===== src/rtl/udma_eth_rx_frame_tracker.sv =====
// Eth-side RX frame tracker: measures and classifies frames on the MAC->FIFO stream,
// allocates L2 buffer slots round-robin and queues one descriptor per committed frame.
module udma_eth_rx_frame_tracker #(
  parameter int unsigned LEN_WIDTH  = 14,
  parameter int unsigned MIN_LEN    = 60,
  parameter int unsigned MAX_LEN    = 1518,
  parameter int unsigned NUM_SLOTS  = 4,
  parameter int unsigned DESC_DEPTH = 4,
  parameter int unsigned CNT_WIDTH  = 16,
  localparam int unsigned SW = (NUM_SLOTS > 1) ? $clog2(NUM_SLOTS) : 1
) (
  input  logic                 eth_clk_i,
  input  logic                 eth_rstn_i,
  input  logic                 s_axis_tvalid_i,
  input  logic                 s_axis_tready_i,
  input  logic                 s_axis_tlast_i,
  input  logic                 s_axis_tuser_i,
  input  logic                 cfg_en_i,
  input  logic                 cnt_clr_i,
  input  logic [NUM_SLOTS-1:0] slot_release_i,
  output logic                 desc_valid_o,
  input  logic                 desc_ready_i,
  output logic [LEN_WIDTH-1:0] desc_len_o,
  output logic [SW-1:0]        desc_slot_o,
  output logic [2:0]           desc_err_o,
  output logic [SW-1:0]        wr_slot_o,
  output logic [NUM_SLOTS-1:0] slots_busy_o,
  output logic                 in_frame_o,
  output logic                 pkt_event_o,
  output logic                 err_event_o,
  output logic                 drop_event_o,
  output logic [CNT_WIDTH-1:0] pkt_cnt_o,
  output logic [CNT_WIDTH-1:0] err_cnt_o,
  output logic [CNT_WIDTH-1:0] drop_cnt_o
);

  localparam int unsigned PW = (DESC_DEPTH > 1) ? $clog2(DESC_DEPTH) : 1;
  localparam int unsigned CW = $clog2(DESC_DEPTH + 1);
  localparam logic [LEN_WIDTH-1:0] MIN_L = LEN_WIDTH'(MIN_LEN);
  localparam logic [LEN_WIDTH-1:0] MAX_L = LEN_WIDTH'(MAX_LEN);

  typedef enum logic [1:0] {S_IDLE, S_TRACK, S_DISCARD} state_e;

  state_e                 state_q, state_d;
  logic [LEN_WIDTH-1:0]   len_q, len_d;
  logic                   bad_q, bad_d;
  logic [SW-1:0]          wr_slot_q, wr_slot_d;
  logic [NUM_SLOTS-1:0]   busy_q, busy_d;
  logic [LEN_WIDTH-1:0]   len_mem_q [DESC_DEPTH];
  logic [LEN_WIDTH-1:0]   len_mem_d [DESC_DEPTH];
  logic [SW-1:0]          slot_mem_q [DESC_DEPTH];
  logic [SW-1:0]          slot_mem_d [DESC_DEPTH];
  logic [2:0]             err_mem_q [DESC_DEPTH];
  logic [2:0]             err_mem_d [DESC_DEPTH];
  logic [PW-1:0]          wptr_q, wptr_d, rptr_q, rptr_d;
  logic [CW-1:0]          count_q, count_d;
  logic                   valid_q, valid_d;
  logic [CNT_WIDTH-1:0]   pkt_cnt_q, pkt_cnt_d, err_cnt_q, err_cnt_d, drop_cnt_q, drop_cnt_d;
  logic                   pkt_ev_q, pkt_ev_d, err_ev_q, err_ev_d, drop_ev_q, drop_ev_d;

  logic                   beat, commit, accept, drop, pop, full;
  logic [LEN_WIDTH-1:0]   len_inc, cmt_len;
  logic                   cmt_bad;
  logic [2:0]             cmt_err;

  assign beat    = s_axis_tvalid_i & s_axis_tready_i;
  assign len_inc = (&len_q) ? len_q : len_q + LEN_WIDTH'(1);
  assign cmt_err = {cmt_len > MAX_L, cmt_len < MIN_L, cmt_bad};

  function automatic logic [PW-1:0] ptr_inc(input logic [PW-1:0] p);
    return (p == PW'(DESC_DEPTH - 1)) ? '0 : p + PW'(1);
  endfunction

  function automatic logic [CNT_WIDTH-1:0] cnt_next(input logic [CNT_WIDTH-1:0] c,
                                                    input logic clr, input logic inc);
    if (clr)           return '0;
    if (inc && !(&c))  return c + CNT_WIDTH'(1);
    return c;
  endfunction

  // Frame FSM: length/bad accumulation and commit request on the tlast beat
  always_comb begin
    state_d = state_q;
    len_d   = len_q;
    bad_d   = bad_q;
    commit  = 1'b0;
    cmt_len = len_inc;
    cmt_bad = bad_q | s_axis_tuser_i;
    case (state_q)
      S_IDLE: begin
        if (beat) begin
          if (cfg_en_i) begin
            if (s_axis_tlast_i) begin
              commit  = 1'b1;
              cmt_len = LEN_WIDTH'(1);
              cmt_bad = s_axis_tuser_i;
            end else begin
              state_d = S_TRACK;
              len_d   = LEN_WIDTH'(1);
              bad_d   = s_axis_tuser_i;
            end
          end else if (!s_axis_tlast_i) begin
            state_d = S_DISCARD;
          end
        end
      end
      S_TRACK: begin
        if (beat) begin
          if (s_axis_tlast_i) begin
            commit  = 1'b1;
            state_d = S_IDLE;
            len_d   = '0;
            bad_d   = 1'b0;
          end else begin
            len_d = len_inc;
            bad_d = cmt_bad;
          end
        end
      end
      S_DISCARD: begin
        if (beat && s_axis_tlast_i) state_d = S_IDLE;
      end
      default: state_d = S_IDLE;
    endcase
  end

  // Commit arbitration uses registered full/busy, so a same-cycle pop or release cannot rescue it
  always_comb begin
    full       = (count_q == CW'(DESC_DEPTH));
    accept     = commit & ~full & ~busy_q[wr_slot_q];
    drop       = commit & ~accept;
    pop        = valid_q & desc_ready_i;
    len_mem_d  = len_mem_q;
    slot_mem_d = slot_mem_q;
    err_mem_d  = err_mem_q;
    wptr_d     = wptr_q;
    rptr_d     = rptr_q;
    count_d    = count_q;
    busy_d     = busy_q & ~slot_release_i;
    wr_slot_d  = wr_slot_q;
    if (accept) begin
      len_mem_d[wptr_q]  = cmt_len;
      slot_mem_d[wptr_q] = wr_slot_q;
      err_mem_d[wptr_q]  = cmt_err;
      wptr_d             = ptr_inc(wptr_q);
      busy_d[wr_slot_q]  = 1'b1;
      wr_slot_d          = (wr_slot_q == SW'(NUM_SLOTS - 1)) ? '0 : wr_slot_q + SW'(1);
    end
    if (pop) rptr_d = ptr_inc(rptr_q);
    if (accept && !pop)      count_d = count_q + CW'(1);
    else if (!accept && pop) count_d = count_q - CW'(1);
    valid_d    = (count_d != '0);
    pkt_ev_d   = accept;
    err_ev_d   = accept & (cmt_err != 3'b000);
    drop_ev_d  = drop;
    pkt_cnt_d  = cnt_next(pkt_cnt_q, cnt_clr_i, pkt_ev_d);
    err_cnt_d  = cnt_next(err_cnt_q, cnt_clr_i, err_ev_d);
    drop_cnt_d = cnt_next(drop_cnt_q, cnt_clr_i, drop_ev_d);
  end

  always_ff @(posedge eth_clk_i or negedge eth_rstn_i) begin
    if (!eth_rstn_i) begin
      state_q    <= S_IDLE;
      len_q      <= '0;
      bad_q      <= 1'b0;
      wr_slot_q  <= '0;
      busy_q     <= '0;
      len_mem_q  <= '{default: '0};
      slot_mem_q <= '{default: '0};
      err_mem_q  <= '{default: '0};
      wptr_q     <= '0;
      rptr_q     <= '0;
      count_q    <= '0;
      valid_q    <= 1'b0;
      pkt_cnt_q  <= '0;
      err_cnt_q  <= '0;
      drop_cnt_q <= '0;
      pkt_ev_q   <= 1'b0;
      err_ev_q   <= 1'b0;
      drop_ev_q  <= 1'b0;
    end else begin
      state_q    <= state_d;
      len_q      <= len_d;
      bad_q      <= bad_d;
      wr_slot_q  <= wr_slot_d;
      busy_q     <= busy_d;
      len_mem_q  <= len_mem_d;
      slot_mem_q <= slot_mem_d;
      err_mem_q  <= err_mem_d;
      wptr_q     <= wptr_d;
      rptr_q     <= rptr_d;
      count_q    <= count_d;
      valid_q    <= valid_d;
      pkt_cnt_q  <= pkt_cnt_d;
      err_cnt_q  <= err_cnt_d;
      drop_cnt_q <= drop_cnt_d;
      pkt_ev_q   <= pkt_ev_d;
      err_ev_q   <= err_ev_d;
      drop_ev_q  <= drop_ev_d;
    end
  end

  assign desc_valid_o = valid_q;
  assign desc_len_o   = len_mem_q[rptr_q];
  assign desc_slot_o  = slot_mem_q[rptr_q];
  assign desc_err_o   = err_mem_q[rptr_q];
  assign wr_slot_o    = wr_slot_q;
  assign slots_busy_o = busy_q;
  assign in_frame_o   = (state_q == S_TRACK);
  assign pkt_event_o  = pkt_ev_q;
  assign err_event_o  = err_ev_q;
  assign drop_event_o = drop_ev_q;
  assign pkt_cnt_o    = pkt_cnt_q;
  assign err_cnt_o    = err_cnt_q;
  assign drop_cnt_o   = drop_cnt_q;

endmodule

===== config.mk =====
export PLATFORM = sky130hd
export DESIGN_NAME = udma_eth_rx_frame_tracker
export DESIGN_NICKNAME = d
export VERILOG_FILES = /design/src/rtl/udma_eth_rx_frame_tracker.sv
export SDC_FILE = /design/constraint.sdc
export NUM_CORES = 1
export LEC_CHECK = 0
export CORE_MARGIN = 2
export CORE_UTILIZATION = 51
export DETAILED_ROUTE_END_ITERATION = 6
export PLACE_DENSITY = 0.79
export RECOVER_POWER = 100
export SYNTH_ARGS = -nofsm -noshare
export SYNTH_HDL_FRONTEND = slang
export SYNTH_SLANG_ARGS = --single-unit

===== constraint.sdc =====
create_clock -name eth_clk_i -period 3.5 [get_ports eth_clk_i]
set_clock_uncertainty 0.2 [all_clocks]
set_input_delay 1.05 -clock eth_clk_i [delete_from_list [all_inputs] [get_ports eth_clk_i]]
set_output_delay 1.05 -clock eth_clk_i [all_outputs]
set_load 0.005 [all_outputs]

==> flow_summary.toml, run 1 <==
[worst_setup_path]
required_ps = 3570
cp_cell_sequence = "dlygate4sd2_1 > and4b_2 > a21boi_2 > mux2_4 > a2111o_1 > o41a_1 > o31a_2 > buf_4 > o31ai_1 > a21oi_1"
slowest_stage = "o41a_1"
reg2reg_slack_ps = 70
crit_path_start_kind = "primary input"
timing.rr.start = "len_q[1]"
crit_start = "s_axis_tready_i"
critPathKind = "in2reg"
cp_max_fo = 12
end_kind = "flop"
crit_arrival_ps = 3560
cpPeakStageDelay_ps = 430

[global_routing]
antenna_found_initial = 0
grt_usage_pct = 25.5
grt_pass1_wl_um = 34100
overflow = 0
first_global_vias = 6836
grt_max_degree = 64

[power_and_ir_drop]
peakVddDrop_uv = 381
p_leak_nw = 4.62
power_density_nw_per_um2 = 504
finalPower_w = 0.00517

[layout]
multi_input_area_sq_um = 4000
antenna_cells = 0
fin_util_pct = 65.1
layout-drive-gt1-share_pct = 18.0
seq_area_sq_um = 3960
area_growth_pct = 25.9
fin_nets = 970
n_fill_cell = 1290
instances_no_fill = 1169

[sta]
hold_violations = 0
rsz0062_at_grt = "yes"
setup_violations = 0
setup_ws_ps = 16.9
timing.slew.headroom_pct = -3.79
fmax_mhz = 287
worstMarginPinSlew_ps = 1560
fin_crit_ps = 3480
finalCritPeriodShare_pct = 99.5
drv_slew = 63

[route]
firstDrtPassIters = 6
met3_wirelength_um = 1260
wl_met2_um = 10200
drt_iter0_drc = 544
avgRoutedWirePerCell_um = 17.5
ant_nets = 0
drc = 0
top_layer = "met4"
vias_per_cell = 5.89
num_vias = 6881
wl_um = 20400
met1_length_um = 8620

[clock_tree]
ctsHoldBuffers = 0
root_buffer = "clkbuf_16"
cts_buffers = 17
cts.sinks = 158
htreeDepth = 4
cts_tree = "built"
clockBufferDepth = 2
clock_latency_ps = 430
clk_pin_slew_ps = 60

[synth]
avgSynthCellArea_sq_um = 10.1
synth_xor_area_share_pct = 3.01
async_flop_share_pct = 100
synth_nets = 835
yosys_warnings = 0
syn_area_sq_um = 8160
synth-edff-count = 0
synth_cells = 806
synthSimpleGateAreaFrac_pct = 19.4
synth_compound_area_share_pct = 13.5
synth_top_family_by_area = "simple AND/OR/NAND/NOR gates"
synthAdderAreaFrac_pct = 2.70
ys.flop_type = "dfrtp_1"
seq_area_frac_synth_pct = 48.5
ys_ff_latch = 158
synthMuxAreaShare_pct = 9.35
synth_cell_type_count = 71

[placement]
dp_slack_ps = -683
dp_hpwl_um = 13900
gp_congestion = 0.936
portBuffers = 90
place_inst = 1134

[floorplan]
ioPinCount = 91
dieArea_sq_um = 17000
initial_core_util_pct = 51.7
core_area_sq_um = 15800
die_width_um = 130
die_y_um = 130
rows = 46

[run]
drv_cap = 1

[outcome]
status = "finished with violations"
violations = "max-capacitance violations, max-slew violations"

[min_path]
hp-start = "len_mem_q[38]"
hold_path_class = "reg2reg"
==> critical path: cells and delay by family <==
kind / cells / cell delay (ps)
AOI/OAI and AO/OA: 6 / 1470
buffers and inverters: 2 / 390
muxes: 1 / 300
and+or+nand+nor: 1 / 340
==> registers in the layout (all words and copies together), names as in the netlist, 2 cells and up <==
name and flops:
count_q 3, err_cnt_o 16, pkt_cnt_o 16, err_mem_q 12, len_mem_q 56, slot_mem_q 8, rptr_q 2, wr_slot_o 2
wptr_q 2, drop_cnt_o 16, len_q 14, slots_busy_o 4, state_q 2
==> Yosys cell counts (3+ instances only) <==
cell        n  area, sq um
nand2_1   105          394
and2_1      6         37.5
a31o_2      3         26.3
nor2_1     68          255
o31ai_1    13         97.6
buf_2       7         35.0
dfrtp_1   158         3950
a31oi_1     8         50.1
clkbuf_1   34          128
ha_1       16          200
mux4_2     20          450
nor3_1     12         60.1
nor4_1      3         18.8
o21ai_0    83          415
or3_1      10         62.6
inv_1      18         67.6
and3_1      9         56.3
and4_1     10         87.6
nand4_2     3         37.5
a21oi_1    40          200
a211oi_1    4         30.0
xnor2_1    11         96.3
or4_1      12         90.1
nand4_1    18          113
nor2b_1     5         31.3
nand3_1    31          155
buf_6       5         56.3
mux2_2     22          248
mux2i_1     5         50.1
xor2_1     17          149
==> path summary, 6_finish.rpt <==
path	end	cells past startpoint
min in group asynchronous	len_mem_q[37]	1
setup reg to reg	err_cnt_o[6]	10
setup / recovery	err_cnt_o[6]	10
hold reg to reg	len_mem_q[38]	2
max in group asynchronous	len_q[4]	2
hold / removal	len_mem_q[38]	2
==> stage by stage <==
stage,instance area (sq um),TNS [ps],hold slack [ps]
floorplan,8160,-45.9,245
global placement,9730,-8990,257
detailed placement,9730,-11520,267
CTS,10300,0,280
global route,10300,-102,298
finish,10300,0,278
==> layout make-up <==
type                       count  area share, %
clock buffer                  27           5.09
timing repair buffer         162           14.0
tap                          216           2.63
inverter                      18          0.658
sequential                   158           38.5
clock inverter                 4          0.256
multi-input combinational    584           38.9
==> per-layer routing <==
layer / global-route usage [%] / vias to the layer above
li1: - / 3199
met1: 33.6 / 3380
met2: 42.2 / 259
met3: 6.15 / 43
met4: 7.57 / 0
met5: 0 / -
==> cell families after synthesis <==
family                     after synthesis
muxes                                   48
and+or+nand+nor                        309
xor gates and xnor gates                28
buffers and inverters                   66
adders and majority gates               18
DFF                                    158
AOI/OAI and AO/OA                      179
==> power breakdown <==
group	total, W	switching [W]	internal (W)
logic	0.00123	0.000621	0.000609
clock network	0.00172	0.000708	0.00102
registers	0.00222	0.000167	0.00205
total	0.00517	0.00150	0.00368
==> timing repair <==
item,CTS,global route
gates resized for setup,15,9
setup buffers,1,1
setup endpoints to repair,15,15
pin swaps,20,4
gates cloned,2,0
==> layout by cell type (no fill, tap or decap), types with 20 or more instances in the layout <==
cell type        count
nand2_1            104
o21ai_0             83
nand3_1             31
buf_4               58
dfrtp_1            157
a21oi_1             37
clkdlybuf4s50_1     25
mux4_2              20
mux2_2              22
nor2_1              67
dlygate4sd3_1       60
No activity file was read; power rests on OpenSTA's default activity.
==> inputs of run 2 (changes only) <==
--- a/config.mk
+++ b/config.mk
@@ -8,6 +8,8 @@
 export CORE_MARGIN = 2
 export CORE_UTILIZATION = 51
 export DETAILED_ROUTE_END_ITERATION = 6
+export GPL_ROUTABILITY_DRIVEN = 0
+export GPL_TIMING_DRIVEN = 0
 export PLACE_DENSITY = 0.79
 export RECOVER_POWER = 100
 export SYNTH_ARGS = -nofsm -noshare
==> run 2 against run 1 <==
Against the previous run:
- the flow finishes with violations (max-capacitance violations, max-slew violations, negative setup slack)
- sequential cell count unchanged
- register-to-register slack worse by 80 ps
- worst hold slack got worse by 2.3 ps
- maximum frequency fell by 0.73%
- worst setup slack worse by 26 ps
- die area unchanged
- sequential power about the same
- global-route usage is 0.12 points lower
- sequential share of layout area rose by 0.18 points
- power shrank 0.77%
- largest cell class unchanged
- largest power group unchanged
==> flow_summary.toml, run 2 (synthesis gave the netlist of run 1 again) <==
[power_and_ir_drop]
p_leak_nw = 4.55
power_density_nw_per_um2 = 502
peakVddDrop_uv = 385

[clock_tree]
root_buffer = "clkbuf_16"
htreeDepth = 4
cts.sinks = 158
clk_pin_slew_ps = 60
clockBufferDepth = 2
cts_buffers = 17
clock_latency_ps = 430
ctsHoldBuffers = 0
cts_tree = "built"

[global_routing]
grt_usage_pct = 25.3
antenna_found_initial = 0
grt_pass1_wl_um = 33500
first_global_vias = 6685
grt_use_met3_pct = 6.92
grt_max_degree = 117
overflow = 0
use_met2_pct = 41.5
grt.busiest_layer = "met2"
grt_util_met1_pct = 33.2

[floorplan]
die_width_um = 130
rows = 46
initial_core_util_pct = 51.7
dieArea_sq_um = 17000
core_area_sq_um = 15800
ioPinCount = 91
die_y_um = 130

[layout]
layout-drive-gt1-share_pct = 17.6
final_common_cell = "dfrtp_1"
instances_no_fill = 1165
fin_util_pct = 64.8
antenna_cells = 0
fin_nets = 965
finalInstanceArea_sq_um = 10200
top_register = "len_mem_q"
multi_input_area_sq_um = 4090
area_growth_pct = 25.3
seq_area_sq_um = 3960
largest_reg_flops = 56
n_fill_cell = 1265
layout_common_cells = "dfrtp_1, nand2_1, o21ai_0"

[worst_setup_path]
timing.rr.start = "len_q[1]"
crit_start = "len_q[1]"
reg2reg_slack_ps = -9
slowest_stage = "or4_1"
cp_max_fo = 6
cp_cell_sequence = "ha_2 > buf_6 > and3_4 > o2111a_1 > mux2_4 > a2111o_1 > o41a_1 > buf_4 > o31a_2 > or4_1 > a21oi_1"
worst-path-buf-inv = 2
crit_arrival_ps = 3660
end_kind = "flop"
cp_num_cells = 11
required_ps = 3650
cpPeakStageDelay_ps = 500
critPathKind = "reg2reg"
crit_path_start_kind = "flop"
cpLargestDelayFamily = "compound AO/OA/AOI/OAI gates"
crit_end = "err_cnt_o[7]"
ff2ff_path_depth = 11
r2r-end = "err_cnt_o[7]"

[route]
wl_um = 21100
avgRoutedWirePerCell_um = 18.1
ant_nets = 0
vias_per_cell = 5.94
drt_iter0_drc = 555
drc = 0
num_vias = 6916
firstDrtPassIters = 6

[sta]
finalCritPeriodShare_pct = 100
drv_slew = 43
setup_ws_ps = -8.67
hold_ws_ps = 275
worstMarginPinSlew_ps = 2380
setup_tns_ps = -15.2
setup_violations = 2
fin_crit_ps = 3510
timing.slew.headroom_pct = -58.8
fmax_mhz = 285
hold_violations = 0
rsz0062_at_grt = "yes"

[outcome]
status = "finished with violations"
violations = "max-capacitance violations, max-slew violations, negative setup slack"

[placement]
dpl_cell_area_sq_um = 9360
place_inst = 1113
dp_hpwl_um = 14000
portBuffers = 90

[run]
drv_cap = 1

[min_path]
hold_path_class = "reg2reg"
-- run 2: cell types whose count changed in the layout (fill, tap and decap cells not counted), sizes merged --
cell	before	now
clkbuf	37	56
clkinv	2	9
dlygate4sd2	3	0
buf	63	37
o31a	4	3
-- run 2: where the power goes --
group	internal, W	switching [W]
combinational	0.000600	0.000633
sequential	0.00205	0.000156
clock	0.000954	0.000739
total	0.00361	0.00153
-- run 2: how the worst min path moves through the flow --
stage	cells after the start	to	startpoint	slack, ps
floorplan	2	err_mem_q[3]	err_mem_q[3]	240
global placement	2	len_mem_q[14]	len_mem_q[14]	260
detailed placement	2	err_mem_q[4]	err_mem_q[4]	270
CTS	2	err_mem_q[4]	err_mem_q[4]	280
global route	2	err_mem_q[6]	err_mem_q[6]	300
finish	2	err_mem_q[9]	err_mem_q[9]	280
-- run 2: worst reg2reg max path: cells and delay by family, from the launching register on --
family,cells,cell delay (ps)
AO/OA/AOI/OAI,5,1350
AND/OR/NAND/NOR,2,730
adder cells (fa/ha/maj),1,180
flip-flops,1,370
buffers and inverters,2,280
multiplexers,1,320
-- run 2: routing by layer --
layer | part of all wire [%] | routed length (um)
met5 | 0 | 0
met4 | 1.6 | 337
met3 | 7.1 | 1490
met2 | 49 | 10400
met1 | 42 | 8840
-- run 2: area by class of cell --
type / count / share of cell area (%)
buffer: 47 / 2.35
clock buffer: 21 / 4.60
clock inverter: 11 / 0.636
inverter: 18 / 0.661
multi-input combinational: 583 / 40.0
sequential: 158 / 38.7
tap: 216 / 2.64
timing repair buffer: 111 / 10.4
-- run 2: timing repair --
item / in CTS / in global routing
cloned: 2 / 0
gates resized for setup: 51 / 22
setup buffers: 9 / 10
endpoints found under the setup margin: 131 / 34
pin swaps: 7 / 13
-- run 2: stage by stage --
| step | total power (W) | setup WS, ps |
|---|---|---|
| floorplan | 0.00293 | -15.3 |
| detailed placement | 0.00339 | -1200 |
| finish | 0.00514 | -8.67 |
| global route | 0.00539 | -81.9 |
| global placement | 0.00335 | -5270 |
| CTS | 0.00514 | 14.0 |
